File: config.mk
export PLATFORM = sky130hd
export DESIGN_NAME = csr_scratchpad_responder
export DESIGN_NICKNAME = d
export VERILOG_FILES = /design/src/rtl/ofs_csr_resp_pkg.sv /design/src/rtl/axil_wr_join.sv /design/src/rtl/csr_scratchpad_responder.sv
export SDC_FILE = /design/constraint.sdc
export NUM_CORES = 1
export LEC_CHECK = 0
export BUFFER_PORTS_ARGS = -buffer_cell sky130_fd_sc_hd__buf_4
export CORE_UTILIZATION = 50
export DETAILED_ROUTE_END_ITERATION = 10
export PLACE_DENSITY = 0.83
export RECOVER_POWER = 50
export SYNTH_ARGS = -nofsm -noshare
export SYNTH_HDL_FRONTEND = slang
export SYNTH_HIERARCHICAL = 1
export SYNTH_SLANG_ARGS = --single-unit
File: constraint.sdc
create_clock -name clk -period 5.1 [get_ports clk]
set_input_delay 0.51 -clock clk [delete_from_list [all_inputs] [get_ports clk]]
set_output_delay 0.51 -clock clk [all_outputs]
set_load 0.03 [all_outputs]
File: src/rtl/ofs_csr_resp_pkg.sv
// Shared types and helpers for the CSR scratchpad responder: AXI response
// codes, responder FSM states, address-decode results and byte-strobe merge.
package ofs_csr_resp_pkg;

  localparam logic [1:0] AXI_RESP_OKAY   = 2'b00;
  localparam logic [1:0] AXI_RESP_SLVERR = 2'b10;

  typedef enum logic [1:0] {
    IDLE    = 2'd0,
    WR_RESP = 2'd1,
    RD_RESP = 2'd2
  } csr_resp_state_e;

  typedef enum logic [1:0] {
    SEL_DFH     = 2'd0,
    SEL_SCRATCH = 2'd1,
    SEL_HOLE    = 2'd2,
    SEL_MISS    = 2'd3
  } csr_sel_e;

  function automatic logic [63:0] strb_merge(input logic [63:0] old_v,
                                             input logic [63:0] new_v,
                                             input logic [7:0]  strb);
    logic [63:0] merged;
    merged = old_v;
    for (int i = 0; i < 8; i++) begin
      if (strb[i]) merged[8*i +: 8] = new_v[8*i +: 8];
      else         merged[8*i +: 8] = old_v[8*i +: 8];
    end
    return merged;
  endfunction

endpackage

File: src/rtl/axil_wr_join.sv
// Captures the AXI4-Lite AW and W channels independently and presents them
// as one held pair until the responder commits and clears them.
module axil_wr_join
  import ofs_csr_resp_pkg::*;
#(
  parameter int ADDR_W = 20
) (
  input  logic              clk,
  input  logic              rst_n,
  input  logic              i_block,
  input  logic              i_clear,
  input  logic              i_awvalid,
  output logic              o_awready,
  input  logic [ADDR_W-1:0] i_awaddr,
  input  logic              i_wvalid,
  output logic              o_wready,
  input  logic [63:0]       i_wdata,
  input  logic [7:0]        i_wstrb,
  output logic              o_pair_valid,
  output logic [ADDR_W-1:0] o_awaddr,
  output logic [63:0]       o_wdata,
  output logic [7:0]        o_wstrb
);

  logic              r_aw_held;
  logic              r_w_held;
  logic [ADDR_W-1:0] r_awaddr;
  logic [63:0]       r_wdata;
  logic [7:0]        r_wstrb;

  assign o_awready    = !r_aw_held && !i_block;
  assign o_wready     = !r_w_held && !i_block;
  assign o_pair_valid = r_aw_held && r_w_held;
  assign o_awaddr     = r_awaddr;
  assign o_wdata      = r_wdata;
  assign o_wstrb      = r_wstrb;

  // Holding registers; a clear only arrives while both halves are held.
  always_ff @(posedge clk or negedge rst_n) begin
    if (!rst_n) begin
      r_aw_held <= 1'b0;
      r_w_held  <= 1'b0;
      r_awaddr  <= {ADDR_W{1'b0}};
      r_wdata   <= 64'h0;
      r_wstrb   <= 8'h0;
    end else if (i_clear) begin
      r_aw_held <= 1'b0;
      r_w_held  <= 1'b0;
    end else begin
      if (i_awvalid && o_awready) begin
        r_aw_held <= 1'b1;
        r_awaddr  <= i_awaddr;
      end
      if (i_wvalid && o_wready) begin
        r_w_held <= 1'b1;
        r_wdata  <= i_wdata;
        r_wstrb  <= i_wstrb;
      end
    end
  end

endmodule

File: src/rtl/csr_scratchpad_responder.sv
// AXI4-Lite CSR target holding a read-only DFH word and a byte-writable
// 64-bit scratchpad inside one decoded address window.
module csr_scratchpad_responder
  import ofs_csr_resp_pkg::*;
#(
  parameter int                ADDR_W         = 20,
  parameter logic [ADDR_W-1:0] BASE_ADDR      = 20'h20000,
  parameter logic [31:0]       WINDOW_SIZE    = 32'h10000,
  parameter logic [63:0]       DFH_VALUE      = 64'h0,
  parameter logic [ADDR_W-1:0] SCRATCH_OFFSET = 20'h8,
  parameter logic [63:0]       SCRATCH_RESET  = 64'h0
) (
  input  logic              clk,
  input  logic              rst_n,
  input  logic              i_awvalid,
  output logic              o_awready,
  input  logic [ADDR_W-1:0] i_awaddr,
  input  logic              i_wvalid,
  output logic              o_wready,
  input  logic [63:0]       i_wdata,
  input  logic [7:0]        i_wstrb,
  output logic              o_bvalid,
  input  logic              i_bready,
  output logic [1:0]        o_bresp,
  input  logic              i_arvalid,
  output logic              o_arready,
  input  logic [ADDR_W-1:0] i_araddr,
  output logic              o_rvalid,
  input  logic              i_rready,
  output logic [63:0]       o_rdata,
  output logic [1:0]        o_rresp
);

  localparam logic [ADDR_W-1:0] WIN_MASK = ADDR_W'(WINDOW_SIZE - 32'd1);

  csr_resp_state_e   r_state;
  csr_resp_state_e   w_state_nxt;
  logic              w_pair_valid;
  logic [ADDR_W-1:0] w_hold_awaddr;
  logic [63:0]       w_hold_wdata;
  logic [7:0]        w_hold_wstrb;
  logic              w_commit;
  logic              w_ar_hs;
  csr_sel_e          w_wr_sel;
  csr_sel_e          w_rd_sel;
  logic              r_bvalid;
  logic              r_rvalid;
  logic [1:0]        r_bresp;
  logic [1:0]        r_rresp;
  logic [63:0]       r_rdata;
  logic [63:0]       r_scratch;

  function automatic csr_sel_e decode(input logic [ADDR_W-1:0] addr);
    logic [ADDR_W-1:0] off_v;
    off_v        = addr & WIN_MASK;
    off_v[2:0]   = 3'b000;
    if ((addr & ~WIN_MASK) != BASE_ADDR) return SEL_MISS;
    else if (off_v == {ADDR_W{1'b0}})    return SEL_DFH;
    else if (off_v == SCRATCH_OFFSET)    return SEL_SCRATCH;
    else                                 return SEL_HOLE;
  endfunction

  axil_wr_join #(.ADDR_W(ADDR_W)) u_wr_join (
    .clk          (clk),
    .rst_n        (rst_n),
    .i_block      (r_state == WR_RESP),
    .i_clear      (w_commit),
    .i_awvalid    (i_awvalid),
    .o_awready    (o_awready),
    .i_awaddr     (i_awaddr),
    .i_wvalid     (i_wvalid),
    .o_wready     (o_wready),
    .i_wdata      (i_wdata),
    .i_wstrb      (i_wstrb),
    .o_pair_valid (w_pair_valid),
    .o_awaddr     (w_hold_awaddr),
    .o_wdata      (w_hold_wdata),
    .o_wstrb      (w_hold_wstrb)
  );

  // A fully captured write holds off AR, so commit and AR never coincide.
  assign o_arready = (r_state == IDLE) && !w_pair_valid;
  assign w_commit  = (r_state == IDLE) && w_pair_valid;
  assign w_ar_hs   = i_arvalid && o_arready;
  assign w_wr_sel  = decode(w_hold_awaddr);
  assign w_rd_sel  = decode(i_araddr);

  assign o_bvalid = r_bvalid;
  assign o_bresp  = r_bresp;
  assign o_rvalid = r_rvalid;
  assign o_rdata  = r_rdata;
  assign o_rresp  = r_rresp;

  // Next-state decode.
  always_comb begin
    w_state_nxt = r_state;
    case (r_state)
      IDLE: begin
        if (w_commit)     w_state_nxt = WR_RESP;
        else if (w_ar_hs) w_state_nxt = RD_RESP;
        else              w_state_nxt = IDLE;
      end
      WR_RESP: begin
        if (r_bvalid && i_bready) w_state_nxt = IDLE;
        else                      w_state_nxt = WR_RESP;
      end
      RD_RESP: begin
        if (r_rvalid && i_rready) w_state_nxt = IDLE;
        else                      w_state_nxt = RD_RESP;
      end
      default: w_state_nxt = IDLE;
    endcase
  end

  // State register.
  always_ff @(posedge clk or negedge rst_n) begin
    if (!rst_n) r_state <= IDLE;
    else        r_state <= w_state_nxt;
  end

  // Scratchpad storage.
  always_ff @(posedge clk or negedge rst_n) begin
    if (!rst_n) begin
      r_scratch <= SCRATCH_RESET;
    end else if (w_commit && (w_wr_sel == SEL_SCRATCH)) begin
      r_scratch <= strb_merge(r_scratch, w_hold_wdata, w_hold_wstrb);
    end
  end

  // Response channels; each holds until its ready is seen.
  always_ff @(posedge clk or negedge rst_n) begin
    if (!rst_n) begin
      r_bvalid <= 1'b0;
      r_bresp  <= AXI_RESP_OKAY;
      r_rvalid <= 1'b0;
      r_rresp  <= AXI_RESP_OKAY;
      r_rdata  <= 64'h0;
    end else begin
      if (w_commit) begin
        r_bvalid <= 1'b1;
        r_bresp  <= (w_wr_sel == SEL_MISS) ? AXI_RESP_SLVERR : AXI_RESP_OKAY;
      end else if (r_bvalid && i_bready) begin
        r_bvalid <= 1'b0;
      end
      if (w_ar_hs) begin
        r_rvalid <= 1'b1;
        case (w_rd_sel)
          SEL_DFH: begin
            r_rdata <= DFH_VALUE;
            r_rresp <= AXI_RESP_OKAY;
          end
          SEL_SCRATCH: begin
            r_rdata <= r_scratch;
            r_rresp <= AXI_RESP_OKAY;
          end
          SEL_HOLE: begin
            r_rdata <= 64'h0;
            r_rresp <= AXI_RESP_OKAY;
          end
          default: begin
            r_rdata <= 64'h0;
            r_rresp <= AXI_RESP_SLVERR;
          end
        endcase
      end else if (r_rvalid && i_rready) begin
        r_rvalid <= 1'b0;
      end
    end
  end

endmodule
After elaboration in Yosys (flattened, before gate mapping)
Cells that the tools add are included.
{ "word_totals": {"regBits": 230, "in_bits": 119, "output_inout_bits": 73, "elab_cells": 86} }
{ "op_classes": {"eq_ne": 10, "n_mux": 22, "bitwise_logic": 1, "n_reduce_logical": 34} }
{ "op_table": {"columns": ["operator", "n"], "rows": [
  ["64-bit 2-to-1 mux", 1],
  ["17-bit zero test", 2],
  ["13-bit by 1-bit equality test with 1-bit output (second input constant)", 2],
  ["2-bit 2-to-1 mux", 11],
  ["2-bit AND reduction", 10],
  ["1-bit logical AND", 11],
  ["1-bit 2-to-1 mux", 9],
  ["4-bit by 2-bit != test with 1-bit output (second input constant)", 2],
  ["2-bit nonzero test", 4],
  ["2-bit by 1-bit equality test with 1-bit output (second input constant)", 3],
  ["2-bit equality test (second input constant)", 3],
  ["2-bit case mux with 3 select lines", 1],
  ["1-bit zero test", 4],
  ["2-bit zero test", 2],
  ["3-bit OR reduction", 1],
  ["1-bit NOT", 1]
]} }

Depth between registers and ports, before layout
Gate-level depths: netlist of the first run.
{ "depth": {"word_depth": 7, "mapped_depth": 8, "depth_no_buf": 6} }

Hierarchy
Netlist of the first run, hierarchy kept.
{ "by_module_without_submodules": {"columns": ["mod", "instances", "cells_per_inst", "area_each_um2", "seq_area_each_um2"], "rows": [
  ["csr_scratchpad_responder", 1, 327, 5413.9, 3353.2],
  ["axil_wr_join", 1, 207, 3555.9, 2352.3]
]} }

Worst setup path before layout of the first run
Ideal clock, no wire load.
{ "synth_path": {"kind": "register to register", "from": "reg u_wr_join.r_w_held", "to": "reg r_rdata[36] (netlist: o_rdata[36])", "arrival_time_ns": 1.743, "required_ns": 4.979, "setup_slack_ns": 3.236, "stages_incl_launch_ff": 8, "n_path_buf": 2, "synth_period_minus_slack_ns": 1.864, "path_cell_list": "dfrtp_1 > inv_1 > nor2_1 > nor3_2 > nand2_1 > buf_2 > clkbuf_1 > a22o_1"} }
{ "synth_via": {"elab_chain_cells": 4} }
{ "synth_rtl": {"columns": ["item", "line_no", "text"], "rows": [
  ["start: declaration", "axil_wr_join.sv:26", "logic r_w_held;"],
  ["start signal: assignment", "axil_wr_join.sv:42", "r_w_held <= 1'b0;"],
  ["start signal: assignment", "axil_wr_join.sv:48", "r_w_held <= 1'b0;"],
  ["start signal: assignment", "axil_wr_join.sv:55", "r_w_held <= 1'b1;"],
  ["1-bit logical AND", "axil_wr_join.sv:33", "assign o_pair_valid = r_aw_held && r_w_held;"],
  ["named net w_pair_valid", "csr_scratchpad_responder.sv:38", "logic w_pair_valid;"],
  ["1-bit zero test", "csr_scratchpad_responder.sv:82", "assign o_arready = (r_state == IDLE) && !w_pair_valid;"],
  ["1-bit logical AND", "csr_scratchpad_responder.sv:82", null],
  ["named net o_arready", "csr_scratchpad_responder.sv:26", "output logic o_arready,"],
  ["1-bit logical AND", "csr_scratchpad_responder.sv:84", "assign w_ar_hs = i_arvalid && o_arready;"],
  ["end signal: assignment", "csr_scratchpad_responder.sv:153", "r_rdata <= r_scratch;"],
  ["end: declaration", "csr_scratchpad_responder.sv:50", "logic [63:0] r_rdata;"]
]} }
The timed path passes the listed nets, and every way through them passes these cells.
A chain may end at the register's enable or synchronous reset.

Final worst setup path of the first run
{ "layout_path": {"from": "reg u_wr_join.r_aw_held", "to": "reg r_rdata[24] (netlist: o_rdata[24])"} }
{ "layout_via": {"elab_chain_cells": 4} }
{ "layout_rtl": {"columns": ["item", "line_no", "text"], "rows": [
  ["start: declaration", "axil_wr_join.sv:25", "logic r_aw_held;"],
  ["start signal: assignment", "axil_wr_join.sv:41", "r_aw_held <= 1'b0;"],
  ["start signal: assignment", "axil_wr_join.sv:47", "r_aw_held <= 1'b0;"],
  ["start signal: assignment", "axil_wr_join.sv:51", "r_aw_held <= 1'b1;"],
  ["1-bit logical AND", "axil_wr_join.sv:33", null],
  ["named net w_pair_valid", "csr_scratchpad_responder.sv:38", null],
  ["1-bit zero test", "csr_scratchpad_responder.sv:82", null],
  ["1-bit logical AND", "csr_scratchpad_responder.sv:82", null],
  ["1-bit logical AND", "csr_scratchpad_responder.sv:84", null]
]} }
The timed path passes the listed nets, and every way through them passes these cells.

==> impl_metrics.py, run 1 <==
metrics = {
    "status": {
        "status": "finished, violations left",
        "violations": "negative hold slack",
    },
    "drt": {
        "ant_nets": 0,
        "vias_per_cell": 5.42,
        "via_count": 5157,
        "drt-total-wl_mm": 18.7,
        "drt_first_pass_iters": 4,
        "post_drt_wl_per_cell_um": 19.6,
        "drc": 0,
        "drt-initial-drc-count": 174,
    },
    "critical_path": {
        "arrival_ns": 3.19,
        "crit_path_max_fanout": 35,
        "startpoint": "u_wr_join/r_aw_held",
        "reg2reg_setup_slack_ns": 2.34,
        "end_kind": "flip-flop",
        "r2r-start": "u_wr_join/r_aw_held",
        "cp-start-kind": "flip-flop",
        "worstPathCellList": "inv_1 -> nor2_1 -> nor3_2 -> nand3_1 -> nor2_4 -> buf_4 -> a22o_1",
        "crit_buf_inv": 2,
        "critPathKind": "reg -> reg",
        "worstRegToRegCells": 7,
        "critPathTopFamily": "simple AND/OR/NAND/NOR gates",
        "r2r_end": "o_rdata[24]",
        "worst-endpoint-required_ns": 5.53,
        "critPathSlowestCell": "nor2_4",
        "cpPeakStageDelay_ns": 0.84,
        "cp_num_cells": 7,
    },
    "timing": {
        "worst_pin_slew_ns": 1.14,
        "rsz0062_at_grt": "false",
        "max_slew_margin": 0.235,
        "setup_viol": 0,
        "whs_ns": -0.00262,
        "finalSetupTns_ns": 0,
        "layout_min_cycle_time_ns": 2.76,
        "finalCritPeriodShare": 0.541,
        "final_max_slew_viol_count": 0,
        "finalHoldViolCount": 1,
        "fmax_ghz": 0.362,
        "skew_ns": 0.00995,
    },
    "grt": {
        "overflow": 0,
        "antenna_found_initial": 0,
        "grt_max_degree": 131,
        "grt_pass1_wl_mm": 29.9,
        "grt_usage": 0.211,
        "grt_pass1_vias": 5662,
    },
    "clock_tree": {
        "root_buffer": "clkbuf_16",
        "ctsHoldBuffers": 0,
        "cts_buffers": 24,
        "cts_resized": 0,
        "clock_sinks": 225,
        "clk_pin_slew_worst_paths_ns": 0.06,
        "clkLatencyLatePin_ns": 0.50,
        "clockBufferDepth": 3,
        "cts_max_level": 1,
        "postCtsSetupRepairBufs": 0,
        "cts_tree": "built",
    },
    "power_and_ir_drop": {
        "max-vdd-ir-drop_mv": 0.445,
        "power.density_nw_per_um2": 465,
        "power_frac_clock": 0.355,
        "seqPwrFrac": 0.471,
        "finalPower_mw": 5.11,
        "p_leak_nw": 5.31,
        "combinationalPowerShare": 0.175,
        "p_int_mw": 3.76,
        "swShare": 0.264,
        "switching_power_mw": 1.35,
    },
    "die": {
        "rows": 48,
        "fp.coreArea_um2": 17300,
        "die-area_um2": 18300,
        "io_pins": 192,
        "initial_utilization": 0.512,
        "die_y_um": 135,
        "die_w_um": 135,
    },
    "job": {
        "max_cap_violations": 0,
    },
    "hold_path": {
        "hp-class": "in -> async",
    },
    "yosys": {
        "avgSynthCellArea_um2": 16.8,
        "netlist_area_um2": 8860,
        "yosysWarnings": 6,
        "syn_inst": 528,
    },
    "finish": {
        "ff_latch_area_um2": 5630,
        "n_antenna_cell": 0,
        "fin_cells": 952,
        "fillCellCount": 1268,
        "final_nets": 828,
        "layout-drive-gt1-share": 0.403,
        "multi_input_area_um2": 2890,
        "area_growth_pct": 24.0,
    },
    "place": {
        "placed_cells": 908,
        "io_buffers": 183,
        "hpwl_mm": 12.6,
        "place_congestion": 0.750,
    },
}
-- how the worst max path moves through the flow --
stage,end,slack [ns]
floorplan,o_rdata[36],3.24
global placement,o_rdata[27],2.31
detailed placement,o_rdata[17],2.21
CTS,o_rdata[19],2.32
global route,o_rdata[24],2.12
finish,o_rdata[24],2.34
-- flip-flops by register name (all words and copies together) (netlist names) --
name,cells
o_bresp,1
o_rvalid,1
o_rresp,1
u_wr_join/o_wdata,64
u_wr_join/o_wstrb,8
r_scratch,64
u_wr_join/r_aw_held,1
r_state,2
o_rdata,64
u_wr_join/r_w_held,1
u_wr_join/o_awaddr,17
o_bvalid,1
-- power by group through the flow --
stage	clock network, mW	registers (mW)	logic, mW
after detailed placement	0	2.43	0.910
final	1.81	2.40	0.892
after global placement	0	2.39	0.851
after CTS	1.85	2.40	0.914
after floorplan	0	2.38	0.624
after global routing	1.93	2.45	0.973
-- placed cells by master, fill, tap and decap left out --
cell type,instances
a21boi_0,1
a21o_1,2
a21oi_1,3
a22o_1,64
a22oi_1,1
and2_1,1
and3_1,1
and4_4,8
buf_12,1
buf_4,156
buf_8,1
bufinv_16,3
clkbuf_1,36
clkbuf_16,25
clkbuf_8,6
clkinv_2,4
conb_1,2
dfrtp_1,225
inv_1,5
inv_6,1
mux2_1,71
mux2_2,18
mux2_4,64
nand2_1,3
nand2_2,1
nand2b_1,2
nand3_1,1
nand4_1,1
nor2_1,5
nor2_4,1
nor2b_1,1
nor3_1,1
nor3_2,1
nor3b_1,1
nor4_1,4
nor4b_1,2
nor4b_2,1
nor4b_4,2
o21ai_0,1
-- layer usage --
metal,up-vias,track usage,wire length (um)
met5,-,0,0
met4,0,0.0730,570
met3,36,0.0424,933
met2,156,0.362,9550
met1,2685,0.266,7650
li1,2280,-,-
-- layout make-up --
type | instances | share of cell area
clock inverter | 8 | 0.0108
clock buffer | 36 | 0.0662
sequential | 225 | 0.512
timing repair buffer | 189 | 0.120
tap | 225 | 0.0256
inverter | 5 | 0.00171
multi-input combinational | 264 | 0.263
-- stage by stage --
stage / util / setup slack [ns] / instance area, um^2
after floorplan: - / 3.24 / 8860
after global placement: 0.593 / 2.31 / 10300
after detailed placement: 0.593 / 2.21 / 10300
after CTS: 0.642 / 2.32 / 11100
after global routing: 0.635 / 2.12 / 11000
final: 0.635 / 2.34 / 11000
No activity file was read; power rests on OpenSTA's default activity.
==> run 2: changes to the inputs <==
--- a/config.mk
+++ b/config.mk
@@ -6,9 +6,9 @@
 export NUM_CORES = 1
 export LEC_CHECK = 0
 export BUFFER_PORTS_ARGS = -buffer_cell sky130_fd_sc_hd__buf_4
-export CORE_UTILIZATION = 50
+export CORE_UTILIZATION = 49
 export DETAILED_ROUTE_END_ITERATION = 10
-export PLACE_DENSITY = 0.83
+export PLACE_DENSITY = 0.85
 export RECOVER_POWER = 50
 export SYNTH_ARGS = -nofsm -noshare
 export SYNTH_HDL_FRONTEND = slang
==> constraint.sdc (replaced) <==
create_clock -name clk -period 2.4 [get_ports clk]
set_input_delay 0.24 -clock clk [delete_from_list [all_inputs] [get_ports clk]]
set_output_delay 0.24 -clock clk [all_outputs]
set_load 0.03 [all_outputs]
==> impl_metrics.py, run 2 (same netlist as run 1, synthesis figures left out) <==
metrics = {
    "status": {
        "status": "completed",
    },
    "hold_path": {
        "hold_depth": 3,
        "min_from": "i_wvalid",
        "min_to": "u_wr_join/r_w_held",
        "hp-class": "in -> reg",
    },
    "critical_path": {
        "worst-endpoint-required_ns": 2.78,
        "reg2reg_setup_slack_ns": 0.25,
        "crit_path_max_fanout": 10,
        "cp-start-kind": "flip-flop",
        "critPathKind": "reg -> reg",
        "worstRegToRegCells": 6,
        "crit_buf_inv": 2,
        "r2r_end": "r_scratch[12]",
        "cpPeakStageDelay_ns": 0.42,
        "critPathSlowestCell": "dfrtp_1",
        "end_kind": "flip-flop",
        "critPathTopFamily": "simple AND/OR/NAND/NOR gates",
        "worstPathCellList": "inv_1 -> nor2_1 -> nor3b_2 -> buf_4 -> and4_4 -> mux2_4",
        "r2r-start": "u_wr_join/r_aw_held",
        "arrival_ns": 2.53,
    },
    "finish": {
        "layout-drive-gt1-share": 0.360,
        "fin_cells": 1047,
        "final_common_cell": "dfrtp_1",
        "final_cell_mix": "dfrtp_1, buf_4, dlygate4sd3_1, mux2_1",
        "final_nets": 926,
        "area_growth_pct": 33.8,
        "n_antenna_cell": 0,
    },
    "die": {
        "die_w_um": 136,
        "io_pins": 192,
        "die_y_um": 136,
        "initial_utilization": 0.507,
        "rows": 48,
        "fp.coreArea_um2": 17500,
        "die-area_um2": 18600,
    },
    "grt": {
        "antenna_found_initial": 0,
        "grt_pass1_wl_mm": 33.2,
        "grt_pass1_vias": 6163,
        "overflow": 0,
        "grt_max_degree": 80,
        "grt_usage": 0.236,
    },
    "place": {
        "hpwl_mm": 13.2,
        "placed_cells": 916,
        "dp_worst_setup_slack_ns": 0.318,
        "place_congestion": 0.811,
        "io_buffers": 183,
    },
    "timing": {
        "setup_viol": 0,
        "setup_ws_ns": 0.254,
        "rsz0062_at_grt": "false",
        "finalHoldViolCount": 0,
        "whs_ns": 0.0143,
        "final_max_slew_viol_count": 0,
        "max_slew_margin": 0.187,
        "layout_min_cycle_time_ns": 2.15,
        "fmax_ghz": 0.466,
        "finalCritPeriodShare": 0.894,
        "worst_pin_slew_ns": 1.22,
        "skew_ns": 0.0114,
        "finalSetupTns_ns": 0,
    },
    "drt": {
        "drt_first_pass_iters": 5,
        "drt-total-wl_mm": 21.3,
        "drt-initial-drc-count": 188,
        "vias_per_cell": 5.29,
        "post_drt_wl_per_cell_um": 20.3,
        "ant_nets": 0,
        "drc": 0,
        "via_count": 5538,
    },
    "clock_tree": {
        "cts_max_level": 1,
        "cts_buffers": 23,
        "root_buffer": "clkbuf_16",
        "postCtsSetupRepairBufs": 0,
        "cts_tree": "built",
        "clkLatencyLatePin_ns": 0.50,
        "clock_sinks": 225,
        "clockBufferDepth": 3,
        "clk_pin_slew_worst_paths_ns": 0.07,
    },
    "power_and_ir_drop": {
        "max-vdd-ir-drop_mv": 0.861,
        "p_leak_nw": 5.67,
        "power.density_nw_per_um2": 914,
    },
    "job": {
        "max_cap_violations": 0,
    },
}
[run 2: changes by cell type in the layout (fill, tap and decap cells not counted), sizes merged]
cell / change
dlygate4sd3: +91
clkinv: +5
buf: +1
bufinv: -1
inv: -1
[run 2: worst max path at each step]
stage / start / to / slack [ns] / cells after the start
2_1_floorplan: u_wr_join/r_w_held / o_rdata[36] / 0.54 / 7
3_3_place_gp: u_wr_join/r_w_held / r_scratch[13] / 0.39 / 6
3_5_place_dp: u_wr_join/r_aw_held / r_scratch[8] / 0.32 / 6
4_1_cts: u_wr_join/r_aw_held / r_scratch[8] / 0.31 / 6
5_1_grt: rst_n / u_wr_join/o_wdata[50] / 0.13 / 3
6_report: u_wr_join/r_aw_held / r_scratch[12] / 0.25 / 6
[run 2: repair_timing]
item                      in CTS  in global routing
hold endpoints to repair     165                  0
hold buffers                  91                  0
gates resized for setup        0                  0
[run 2: layer usage]
layer	vias to the layer above	GRT usage	wire [um]
met5	-	0	0
met4	0	0.0901	731
met3	50	0.0384	940
met2	183	0.421	11200
met1	2829	0.283	8460
li1	2476	-	-
[run 2: final cells by class]
| type | count | area, um^2 |
|---|---|---|
| sequential | 225 | 5630 |
| fill | 1132 | 5620 |
| multi-input combinational | 264 | 2890 |
| timing repair buffer | 288 | 2290 |
| clock buffer | 29 | 638 |
| tap | 225 | 282 |
| clock inverter | 11 | 105 |
| inverter | 5 | 18.8 |
[run 2: through the flow]
step                      cell area (um^2)  power (mW)   util
final                                11900        10.8  0.679
after global routing                 11900        11.3  0.679
after CTS                            12000        10.8  0.689
after floorplan                       8860        6.38      -
after detailed placement             10400        7.18  0.594
after global placement               10400        6.98  0.594
[run 2: tightest hold or removal path: stages]
cell and delay [ns]:
buf_4 0.12, nand2b_1 0.06, a21oi_1 0.06
[run 2: report_power, final]
group / leakage [nW] / total [mW] / switching, mW / internal (mW)
sequential: 2.93 / 5.14 / 0.507 / 4.64
combinational: 2.36 / 2.16 / 1.06 / 1.10
clock: 0.378 / 3.54 / 1.45 / 2.09
